[src/rtl/fifo_stream_reader.sv]
// fifo_stream_reader
//
// Drain engine for the read side of the byte FIFO. Bytes are popped one at a
// time from the FIFO read port and offered on a valid/ready transmit
// interface. A one-cycle packet-end strobe closes the packet after every
// BURST_LEN accepted bytes, or on a flush request once the FIFO is empty.
//
// Ports:
//   rdclk      in   single clock, shared with the FIFO read port
//   reset      in   synchronous, active-high reset
//   fifo_rden  out  FIFO pop request (combinational, never while reset)
//   fifo_dout  in   FIFO data, valid the cycle after a pop
//   fifo_empty in   FIFO empty flag
//   flush      in   level request to close a partial packet once drained
//   tx_data    out  byte offered to the sink
//   tx_valid   out  tx_data holds a byte
//   tx_ready   in   sink accepts tx_data on a rising edge with tx_valid high
//   tx_pktend  out  one-cycle strobe closing the current packet
//   pkt_bytes  out  bytes accepted in the currently open packet
//   busy       out  registered, high whenever the FSM is not in IDLE
//
// State   | meaning
// --------+-------------------------------------------------------------
// IDLE    | nothing in flight; pop if FIFO has data, else honour flush
// FETCH   | popped byte is on fifo_dout; latch it into tx_data
// SEND    | byte offered on tx_data/tx_valid, waiting for tx_ready
// PKTEND  | tx_pktend high for this single cycle; packet count cleared

module fifo_stream_reader #(
  parameter int unsigned BURST_LEN = 64
) (
  input  logic        rdclk,
  input  logic        reset,
  output logic        fifo_rden,
  input  logic [7:0]  fifo_dout,
  input  logic        fifo_empty,
  input  logic        flush,
  output logic [7:0]  tx_data,
  output logic        tx_valid,
  input  logic        tx_ready,
  output logic        tx_pktend,
  output logic [15:0] pkt_bytes,
  output logic        busy
);

  typedef enum logic [1:0] {
    IDLE   = 2'd0,
    FETCH  = 2'd1,
    SEND   = 2'd2,
    PKTEND = 2'd3
  } state_t;

  // 17-bit compare so BURST_LEN = 65535 never wraps the incremented count.
  localparam logic [16:0] BURST_CNT = 17'(BURST_LEN);

  state_t      state;
  state_t      state_nxt;
  logic        pop;
  logic        accept;
  logic        burst_done;
  logic [16:0] pkt_bytes_inc;

  assign pkt_bytes_inc = {1'b0, pkt_bytes} + 17'd1;
  assign burst_done    = (pkt_bytes_inc == BURST_CNT);

  // tx_valid is always high while in SEND, so ready alone marks acceptance.
  assign accept = (state == SEND) && tx_ready;

  always_comb begin
    state_nxt = state;
    pop       = 1'b0;
    case (state)
      IDLE: begin
        if (!fifo_empty) begin
          pop       = 1'b1;
          state_nxt = FETCH;
        end else if (flush && (pkt_bytes != 16'd0)) begin
          state_nxt = PKTEND;
        end
      end
      FETCH: begin
        state_nxt = SEND;
      end
      SEND: begin
        if (tx_ready) begin
          if (burst_done) begin
            state_nxt = PKTEND;
          end else if (!fifo_empty) begin
            // Back-to-back pop on the acceptance edge keeps 1 byte / 2 cycles.
            pop       = 1'b1;
            state_nxt = FETCH;
          end else begin
            state_nxt = IDLE;
          end
        end
      end
      PKTEND: begin
        state_nxt = IDLE;
      end
      default: begin
        state_nxt = IDLE;
      end
    endcase
  end

  // Reset gates the pop so the FIFO is never drained while we are held.
  assign fifo_rden = pop && !reset;

  always_ff @(posedge rdclk) begin
    if (reset) begin
      state     <= IDLE;
      tx_data   <= 8'h00;
      tx_valid  <= 1'b0;
      tx_pktend <= 1'b0;
      pkt_bytes <= 16'd0;
      busy      <= 1'b0;
    end else begin
      state     <= state_nxt;
      busy      <= (state_nxt != IDLE);
      tx_pktend <= (state_nxt == PKTEND);

      if (state == FETCH) begin
        tx_data  <= fifo_dout;
        tx_valid <= 1'b1;
      end

      if (accept) begin
        tx_valid  <= 1'b0;
        pkt_bytes <= pkt_bytes_inc[15:0];
      end

      if (state == PKTEND) begin
        pkt_bytes <= 16'd0;
      end
    end
  end

endmodule

[config.mk]
export PLATFORM = sky130hd
export DESIGN_NAME = fifo_stream_reader
export DESIGN_NICKNAME = d
export VERILOG_FILES = /design/src/rtl/fifo_stream_reader.sv
export SDC_FILE = /design/constraint.sdc
export NUM_CORES = 1
export LEC_CHECK = 0
export BUFFER_PORTS_ARGS = -buffer_cell sky130_fd_sc_hd__buf_2
export CAP_MARGIN = 15
export CELL_PAD_IN_SITES_DETAIL_PLACEMENT = 1
export CELL_PAD_IN_SITES_GLOBAL_PLACEMENT = 1
export CORE_ASPECT_RATIO = 0.6
export CORE_UTILIZATION = 34
export CTS_CLUSTER_DIAMETER = 100
export DETAILED_ROUTE_END_ITERATION = 6
export PLACE_DENSITY = 0.73
export SYNTH_ARGS = -nofsm -noshare
export SYNTH_HDL_FRONTEND = slang
export SYNTH_SLANG_ARGS = --single-unit
export TNS_END_PERCENT = 10
[constraint.sdc]
create_clock -name rdclk -period 2 [get_ports rdclk]
set_input_delay 0.2 -clock rdclk [delete_from_list [all_inputs] [get_ports rdclk]]
set_output_delay 0.2 -clock rdclk [all_outputs]
set_load 0.02 [all_outputs]
Word-level counts from Yosys, hierarchy flattened:

Index checks and enable logic that the tools add are counted.

* register bits: 29
* bits of input ports: 13
* output and inout port bits: 28

* $add $sub $neg: 1
* equal/unequal tests: 5
* muxes and demuxes: 10
* reduce and logical (&&, ||, !) cells: 9

Operators with widths (number)
* adder 16 x 1 -> 17 bit (second input constant): 1
* == test 17 x 7 -> 1 bit (second input constant): 1
* nonzero test 16 bit: 1
* 2-to-1 mux 2 bit: 4
* case mux 2 bit (4 select lines): 1
* == test 2 bit (second input constant): 3
* 2-to-1 mux 1 bit: 4
* OR reduction 2 bit: 2
* logical AND 1 bit: 3
* == test 2 x 1 -> 1 bit (second input constant): 1
* zero test 2 bit: 1
* case mux 1 bit (2 select lines): 1
* nonzero test 2 bit: 1
* zero test 1 bit: 1

Longest topological paths before layout:

Gate-level depths: netlist (run 1).

* depth in word-level cells: 6
* depth in mapped cells: 7

Least setup slack after synthesis (run 1):

Ideal clock, no wire load.

* kind: reg2out
* from: register pkt_bytes[1]
* to: output port fifo_rden
* arrival: 2.194 ns
* setup slack: -0.394 ns
* cell stages (with the launch flop): 7
* path buffers: 0
* path through: dfxtp_1 -> ha_1 -> nand3_1 -> o21ai_0 -> or4b_1 -> a211o_1 -> o21a_1

* cells in the longest elaborated chain, start to end: 6

RTL lines
* from (decl): RTL line 42 `output logic [15:0] pkt_bytes,`
* from (signal assigned): RTL line 129 `pkt_bytes <= pkt_bytes_inc[15:0];`
* adder 16 x 1 -> 17 bit: RTL line 63 `assign pkt_bytes_inc = {1'b0, pkt_bytes} + 17'd1;`
* == test 17 x 7 -> 1 bit: RTL line 64 `assign burst_done = (pkt_bytes_inc == BURST_CNT);`
* 2-to-1 mux 1 bit: RTL line 86 `if (burst_done) begin`
* 2-to-1 mux 1 bit: RTL line 85 `if (tx_ready) begin`
* case mux 1 bit (2 select lines): RTL line 72 `case (state)`
* logical AND 1 bit: RTL line 107 `assign fifo_rden = pop && !reset;`
* to (decl): RTL line 34 `output logic fifo_rden,`

No other way between the ends.

Worst setup path after layout (run 1):

* from: register pkt_bytes[0]
* to: output port fifo_rden

The elaborated chain is that of the path after synthesis.

==> results.md, run 1 <==
* Outcome: finished, violations left
* Violations in the final reports: negative setup slack
* Cell area after synthesis at 1610 sq um
* Worst Path Required at between 1.5 and 2 ns
* Gpl congestion at 0.838
* Initial antenna violation count at 0
* Lkg Pwr at 0.997 nW
* Synth Net Count at 226
* Clock power share at 48.2%
* First-pass GRT wire length at 8740 um
* Switching share of total power at about a quarter
* Startpoint types: register
* R2R depth at 7
* Synth Area in Compound Gates at 14.2%
* Storage cell area at 609 sq um
* Initial core utilization at 37.2%
* Number of enable flip-flop cells after synthesis at 0
* Worst R2R Start: pkt_bytes[0]
* Slew headroom at 54.7%
* Fin nets at slightly below 300
* Fin. Hold Viols at 0
* Pins Over Slew Limit at 0
* GRT Residual Overflow at 0
* Gr usage total at 22.6%
* CTS Sinks at 29
* H-tree levels at 2
* Post-synthesis adder-cell area fraction at between 2 and 2.5%
* Main synth FF type: dfxtp_1
* Insertion delay to the later sink of the worst-skew pair at 0.29 ns
* Maximum clock rate at 414 MHz
* First-iteration detailed-routing DRC count at 98
* Flop2flop setup slack at -0.07 ns
* CTS Root Buffer Type: clkbuf_8
* CP max-delay cell: or4b_4
* Syn-to-layout area delta at 45.2%
* Pwr Density at 610 nW/um^2
* Ys async rst share at 0%
* IO Pins at between 40 and 50
* Hpwl dp at between 3000 and 4000 um
* Netlist cell types at 42
* Worst setup path end: fifo_rden
* WS Path Type: reg -> out
* CTS tree: done
* Combinational power share at 9.9%
* Delay-heaviest family, CP: simple AND/OR/NAND/NOR gates
* Final Instance Area at around 2300 sq um
* R2r endpoint: state[0]
* Ant diodes at 0
* Post-route DRC violation count at 0
* Period utilisation layout at 121%
* Vias in the first global route at 1687
* Die height at 55.2 um
* WL final at 5270 um
* Avg Inst Size Synth at approximately 7.7 sq um
* Slowest stage delay, CP at 0.54 ns
* Crit path max fanout at 3
* Final min period at 2.41 ns
* Post-synthesis sequential area ratio at between 30% and 40%
* Crit-path cells: and4_4 -> nand3_4 -> or4b_4 -> a211o_1 -> o21a_2 -> buf_6
* Critical path capture point type: output pin
* Power, Total at 0.00142 W
* Post-synthesis simple-gate area fraction at 30.9%
* Setup TNS at -0.533 ns
* Avg WL per Cell at roughly 16 um
* Largest family of logic cells by synthesized area: simple AND/OR/NAND/NOR gates
* CP Launch Point: pkt_bytes[0]
* Non-filler cells, final at 337
* Fin Hold WS at 0.145 ns
* Avg Vias per Cell at 5.15
* ANT nets after route at 0
* Slew @ Worst Pin at 0.678 ns
* WP depth at 6
* Sequential fraction of design power at 41.9%
* Synth warn at 0
* Unrepaired setup endpoints after global routing: yes
* CTS buffer count at 5
* IO Port Bufs at 40
* Critical path arrival at 2.21 ns
* Max Root-Sink Buffers at 2
* Filler cells at 555
* Clock slew seen by the registers of the worst setup and hold paths at 0.07 ns
* Final worst clock skew at 0.00627 ns
* Die area at roughly 5000 sq um
* VDD IR-drop max at 0.297 mV
* Core Area at 4320 sq um
* Largest net degree at the start of global routing at 18
* Hold Crit Class: in -> reg
* Psw at 0.000338 W
* Rows at 18
* Final setup margin at -0.415 ns
* Post-CTS Hold Buffers at 0
* Cell count after placement at 327
* Total of max-cap violations at 0
* Multiplexer share of the synthesized area at less than 1%
* Post-Syn Instances at between 200 and 250
* Synth Area in XOR/XNOR at 8.72%
* Detailed Routing Iterations Pass 1 at 4
* Share of post-route cells with drive strength above 1 at 41.9%
* Internal Pwr Total at 0.00108 W
* CP Buf/Inv Count at 1
* DR vias at 1736
* #FFs+latches synth at 29
* DIE WIDTH at 90.7 um
* Placed cell area at 2110 sq um
* Multi-input logic area at 997 sq um
* Setup violators final at 4
tightest hold or removal path, stage by stage:
cell and delay (ns):
buf_2 0.09, nand2_1 0.05, a21oi_1 0.05
power by group through the flow:
stage	sequential (W)	clock [W]	combinational (W)
3_3_place_gp	0.000609	0	0.000129
4_1_cts	0.000596	0.000700	0.000137
3_5_place_dp	0.000610	0	0.000131
5_1_grt	0.000598	0.000730	0.000155
2_1_floorplan	0.000627	0	0.0000615
6_report	0.000596	0.000685	0.000141
through the flow:
stage | setup slack, ns | utilization, %
2_1_floorplan | -0.121 | -
5_1_grt | -0.455 | 53.9
3_3_place_gp | -0.123 | 48.8
3_5_place_dp | -0.169 | 48.8
6_report | -0.415 | 53.9
4_1_cts | -0.398 | 52.7
cells by family after synthesis:
group                    after synthesis
multiplexers                           1
flip-flops                            29
AO/OA/AOI/OAI                         37
buffers and inverters                 26
XOR/XNOR                              16
adder cells (fa/ha/maj)                3
AND/OR/NAND/NOR                       98
synthesized netlist by cell type (4+ instances only):
cell      count  share of area, %
nor4_1        6               2.3
nor2_1       18               4.2
nand4_1       8               3.1
nand3_1      12               3.7
nand2_1      28               6.5
xor2_1        7               3.8
inv_1         7               1.6
buf_2         4               1.2
xnor2_1       9               4.9
clkbuf_1     11               2.6
nor3_1        7               2.2
a21oi_1      15               4.7
o21ai_0       7               2.2
dfxtp_1      29                36
timing repair:
action                     in CTS  in global routing
pin swaps                       5                  1
gates resized for setup         8                 12
setup endpoints to repair       3                  5
buffers inserted                2                  0
placed cells by master, fill, tap and decap left out, types with 6 or more instances in the layout:
cell and n:
a21oi_1 15, buf_4 37, nand3_1 11, nor2_1 18, dfxtp_1 18, o21ai_0 6, nor3_1 6, nand2_1 28
nand4_1 8, xor2_1 7, buf_2 39, inv_1 7, xnor2_1 9, dfxtp_4 6
per-layer routing:
metal  wire length [um]  GRT usage, %  vias up
met5                  0             0        -
met4                 42          6.91        0
met3                246          5.51        5
met2               2200          30.3       38
met1               2770          34.8      837
li1                   -             -      856
area by class of cell:
type | instances | area share, %
Clock buffer | 6 | 4.02
Tap cell | 60 | 3.22
Multi-Input combinational cell | 155 | 42.8
Inverter | 7 | 1.13
Sequential cell | 29 | 26.1
Timing Repair Buffer | 78 | 21.2
Clock inverter | 2 | 1.50
worst min path at each step:
stage	endpoint	slack, ns	depth (start not counted)	from
2_1_floorplan	tx_data[0]	0.34	2	fifo_dout[0]
3_3_place_gp	tx_data[0]	0.44	2	tx_data[0]
3_5_place_dp	tx_data[1]	0.44	2	tx_data[1]
4_1_cts	tx_data[3]	0.14	3	fifo_dout[3]
5_1_grt	tx_data[3]	0.16	3	fifo_dout[3]
6_report	tx_data[3]	0.15	3	fifo_dout[3]
registers in the layout (all words and copies together), names as in the netlist:
name and cells:
state 2, pkt_bytes 16, tx_data 8, tx_valid 1
busy 1, tx_pktend 1
No activity file was read; power rests on OpenSTA's default activity.
==> run 2: changes to the inputs <==
--- a/config.mk
+++ b/config.mk
@@ -15,2 +15,3 @@
 export DETAILED_ROUTE_END_ITERATION = 6
+export GPL_ROUTABILITY_DRIVEN = 0
 export PLACE_DENSITY = 0.73
--- a/constraint.sdc
+++ b/constraint.sdc
@@ -3,2 +3,2 @@
 set_output_delay 0.2 -clock rdclk [all_outputs]
-set_load 0.02 [all_outputs]
+set_load 0.05 [all_outputs]
==> run 2 against run 1 <==
Compared with the run above:
- the flow still finishes with violations (negative setup slack)
- flip-flop and latch count did not move
- register-to-register slack gained 0.12 ns
- routed wire length is 4.5% higher
- largest cell class unchanged
- combinational power is 20% higher
==> results.md, run 2 (synthesized netlist as in run 1, its figures left out) <==
* Fin. Hold Viols at 0
* Crit path max fanout at 5
* First-iteration detailed-routing DRC count at 71
* Post-route DRC violation count at 0
* IO Port Bufs at 40
* Outcome: finished, violations left
* Hpwl dp at slightly below 4000 um
* Worst R2R Start: pkt_bytes[0]
* Die area at around 5000 sq um
* Metal2 WL at 2360 um
* Unrepaired setup endpoints after global routing: yes
* Fin Hold WS at 0.151 ns
* M1 wire length at 2890 um
* Pins Over Slew Limit at 0
* Fin nets at 296
* Final min period at 2.39 ns
* Period utilisation layout at 120%
* Delay-heaviest family, CP: compound AO/OA/AOI/OAI gates
* GRT Residual Overflow at 0
* Rows at 18
* CTS buffer count at 5
* Critical path capture point type: output pin
* Insertion delay to the later sink of the worst-skew pair at approximately 0.28 ns
* Power, Total at between 0.001 and 0.0015 W
* Maximum clock rate at 418 MHz
* Pwr Density at 541 nW/um^2
* Clock slew seen by the registers of the worst setup and hold paths at 0.06 ns
* Hold Crit Class: in -> reg
* Detailed Routing Iterations Pass 1 at 4
* WL final at 5500 um
* Core Area at 4320 sq um
* DR vias at 1749
* H-tree levels at 2
* Violations in the final reports: negative setup slack
* Final setup margin at -0.390 ns
* VDD IR-drop max at between 0.3 and 0.4 mV
* Total of max-cap violations at 0
* CTS tree: done
* WS Path Type: reg -> out
* Crit-path cells: ha_4 -> nand3_2 -> o21ai_0 -> or4b_1 -> a211o_1 -> o21a_4 -> buf_8
* Final worst clock skew at 0.00537 ns
* Slew headroom at 71.5%
* Critical path arrival at 2.19 ns
* Initial core utilization at around 37%
* First-pass GRT wire length at 8550 um
* Share of post-route cells with drive strength above 1 at 41.6%
* Hold Crit Start: fifo_dout[4]
* CP Buf/Inv Count at 1
* Vias in the first global route at 1657
* Setup violators final at 1
* Max Root-Sink Buffers at 2
* Commonest cells after routing, fill and taps aside: 42 x buf_4, 39 x buf_2, 28 x nand2_1, 18 x nor2_1, 17 x dfxtp_1
* DIE WIDTH at 90.7 um
* Syn-to-layout area delta at 45.2%
* Max Used Layer: met4
* CP max-delay cell: or4b_1
* Commonest non-fill, non-tap cell in the layout: buf_4
* Biggest register: pkt_bytes
* Worst Path Required at 1.80 ns
* Post-CTS Hold Buffers at 0
* Slew @ Worst Pin at between 0.4 and 0.5 ns
* Lkg Pwr at 0.994 nW
* Die height at 55.2 um
* Setup TNS at -0.390 ns
* Startpoint types: register
* Initial antenna violation count at 0
* CTS Sinks at 29
* Slowest stage delay, CP at approximately 0.46 ns
* Gr usage total at 22.2%
* Ant diodes at 0
* Top Registers: pkt_bytes (16), tx_data (8), state (2)
* CTS Root Buffer Type: clkbuf_8
* IO Pins at 41
* Max reg flops at 16
* Largest net degree at the start of global routing at 18
* Avg WL per Cell at roughly 16 um
* ANT nets after route at 0
* CP Launch Point: pkt_bytes[0]
* Met3 wire length at roughly 180 um
* Avg Vias per Cell at 5.13
## run 2: cell count changes in the layout (fill, tap and decap cells not counted), sizes merged
cell    before  now
clkbuf       6    8
clkinv       1    0
bufinv       1    0
buf         78   82
## run 2: worst reg2reg max path: stages, from the launching register on
cell and delay (ns):
dfxtp_4 0.37, ha_4 0.16, nand3_2 0.11, o21ai_0 0.15
or4b_1 0.46, a211o_1 0.31, buf_4 0.16, o22ai_2 0.15
## run 2: cell type report
class,count,area (sq um)
inverters,7,26.3
well taps,60,75.1
clock buffers,8,90.1
fillers,562,1990
multi-input cells,155,995
repair buffers,82,526
flip-flops and latches,29,621
## run 2: per-layer routing
metal / track usage, % / up-vias
met5: 0 / -
met4: 8.99 / 0
met1: 32.5 / 847
li1: - / 870
met2: 30.8 / 25
met3: 5.23 / 7
## run 2: power by group
| group | total, W | switching, W | internal [W] |
|---|---|---|---|
| Clock | 0.000497 | 0.000217 | 0.000280 |
| Combinational | 0.000169 | 0.000114 | 0.0000548 |
| Sequential | 0.000596 | 0.0000143 | 0.000582 |
| Total | 0.00126 | 0.000346 | 0.000917 |
## run 2: metrics by stage
step | setup slack (ns) | std cells | instance area (sq um) | utilization (%)
floorplan | -0.232 | 210 | 1700 | -
global placement | -0.199 | 329 | 2140 | 49.6
detailed placement | -0.203 | 329 | 2140 | 49.6
CTS | -0.373 | 339 | 2280 | 52.7
global route | -0.482 | 341 | 2330 | 53.9
finish | -0.390 | 341 | 2330 | 53.9
## run 2: path summary, 6_finish.rpt
check / end / slack, ns / cells after the start
max: fifo_rden / -0.39 / 7
min: tx_data[4] / 0.15 / 3
max reg2reg: state[0] / 0.05 / 7
min reg2reg: tx_data[4] / 0.45 / 2
## run 2: repair_timing
action,in CTS,in global routing
gates resized for setup,8,6
endpoints found under the setup margin,4,4
setup buffers,2,2
pin swaps,2,3
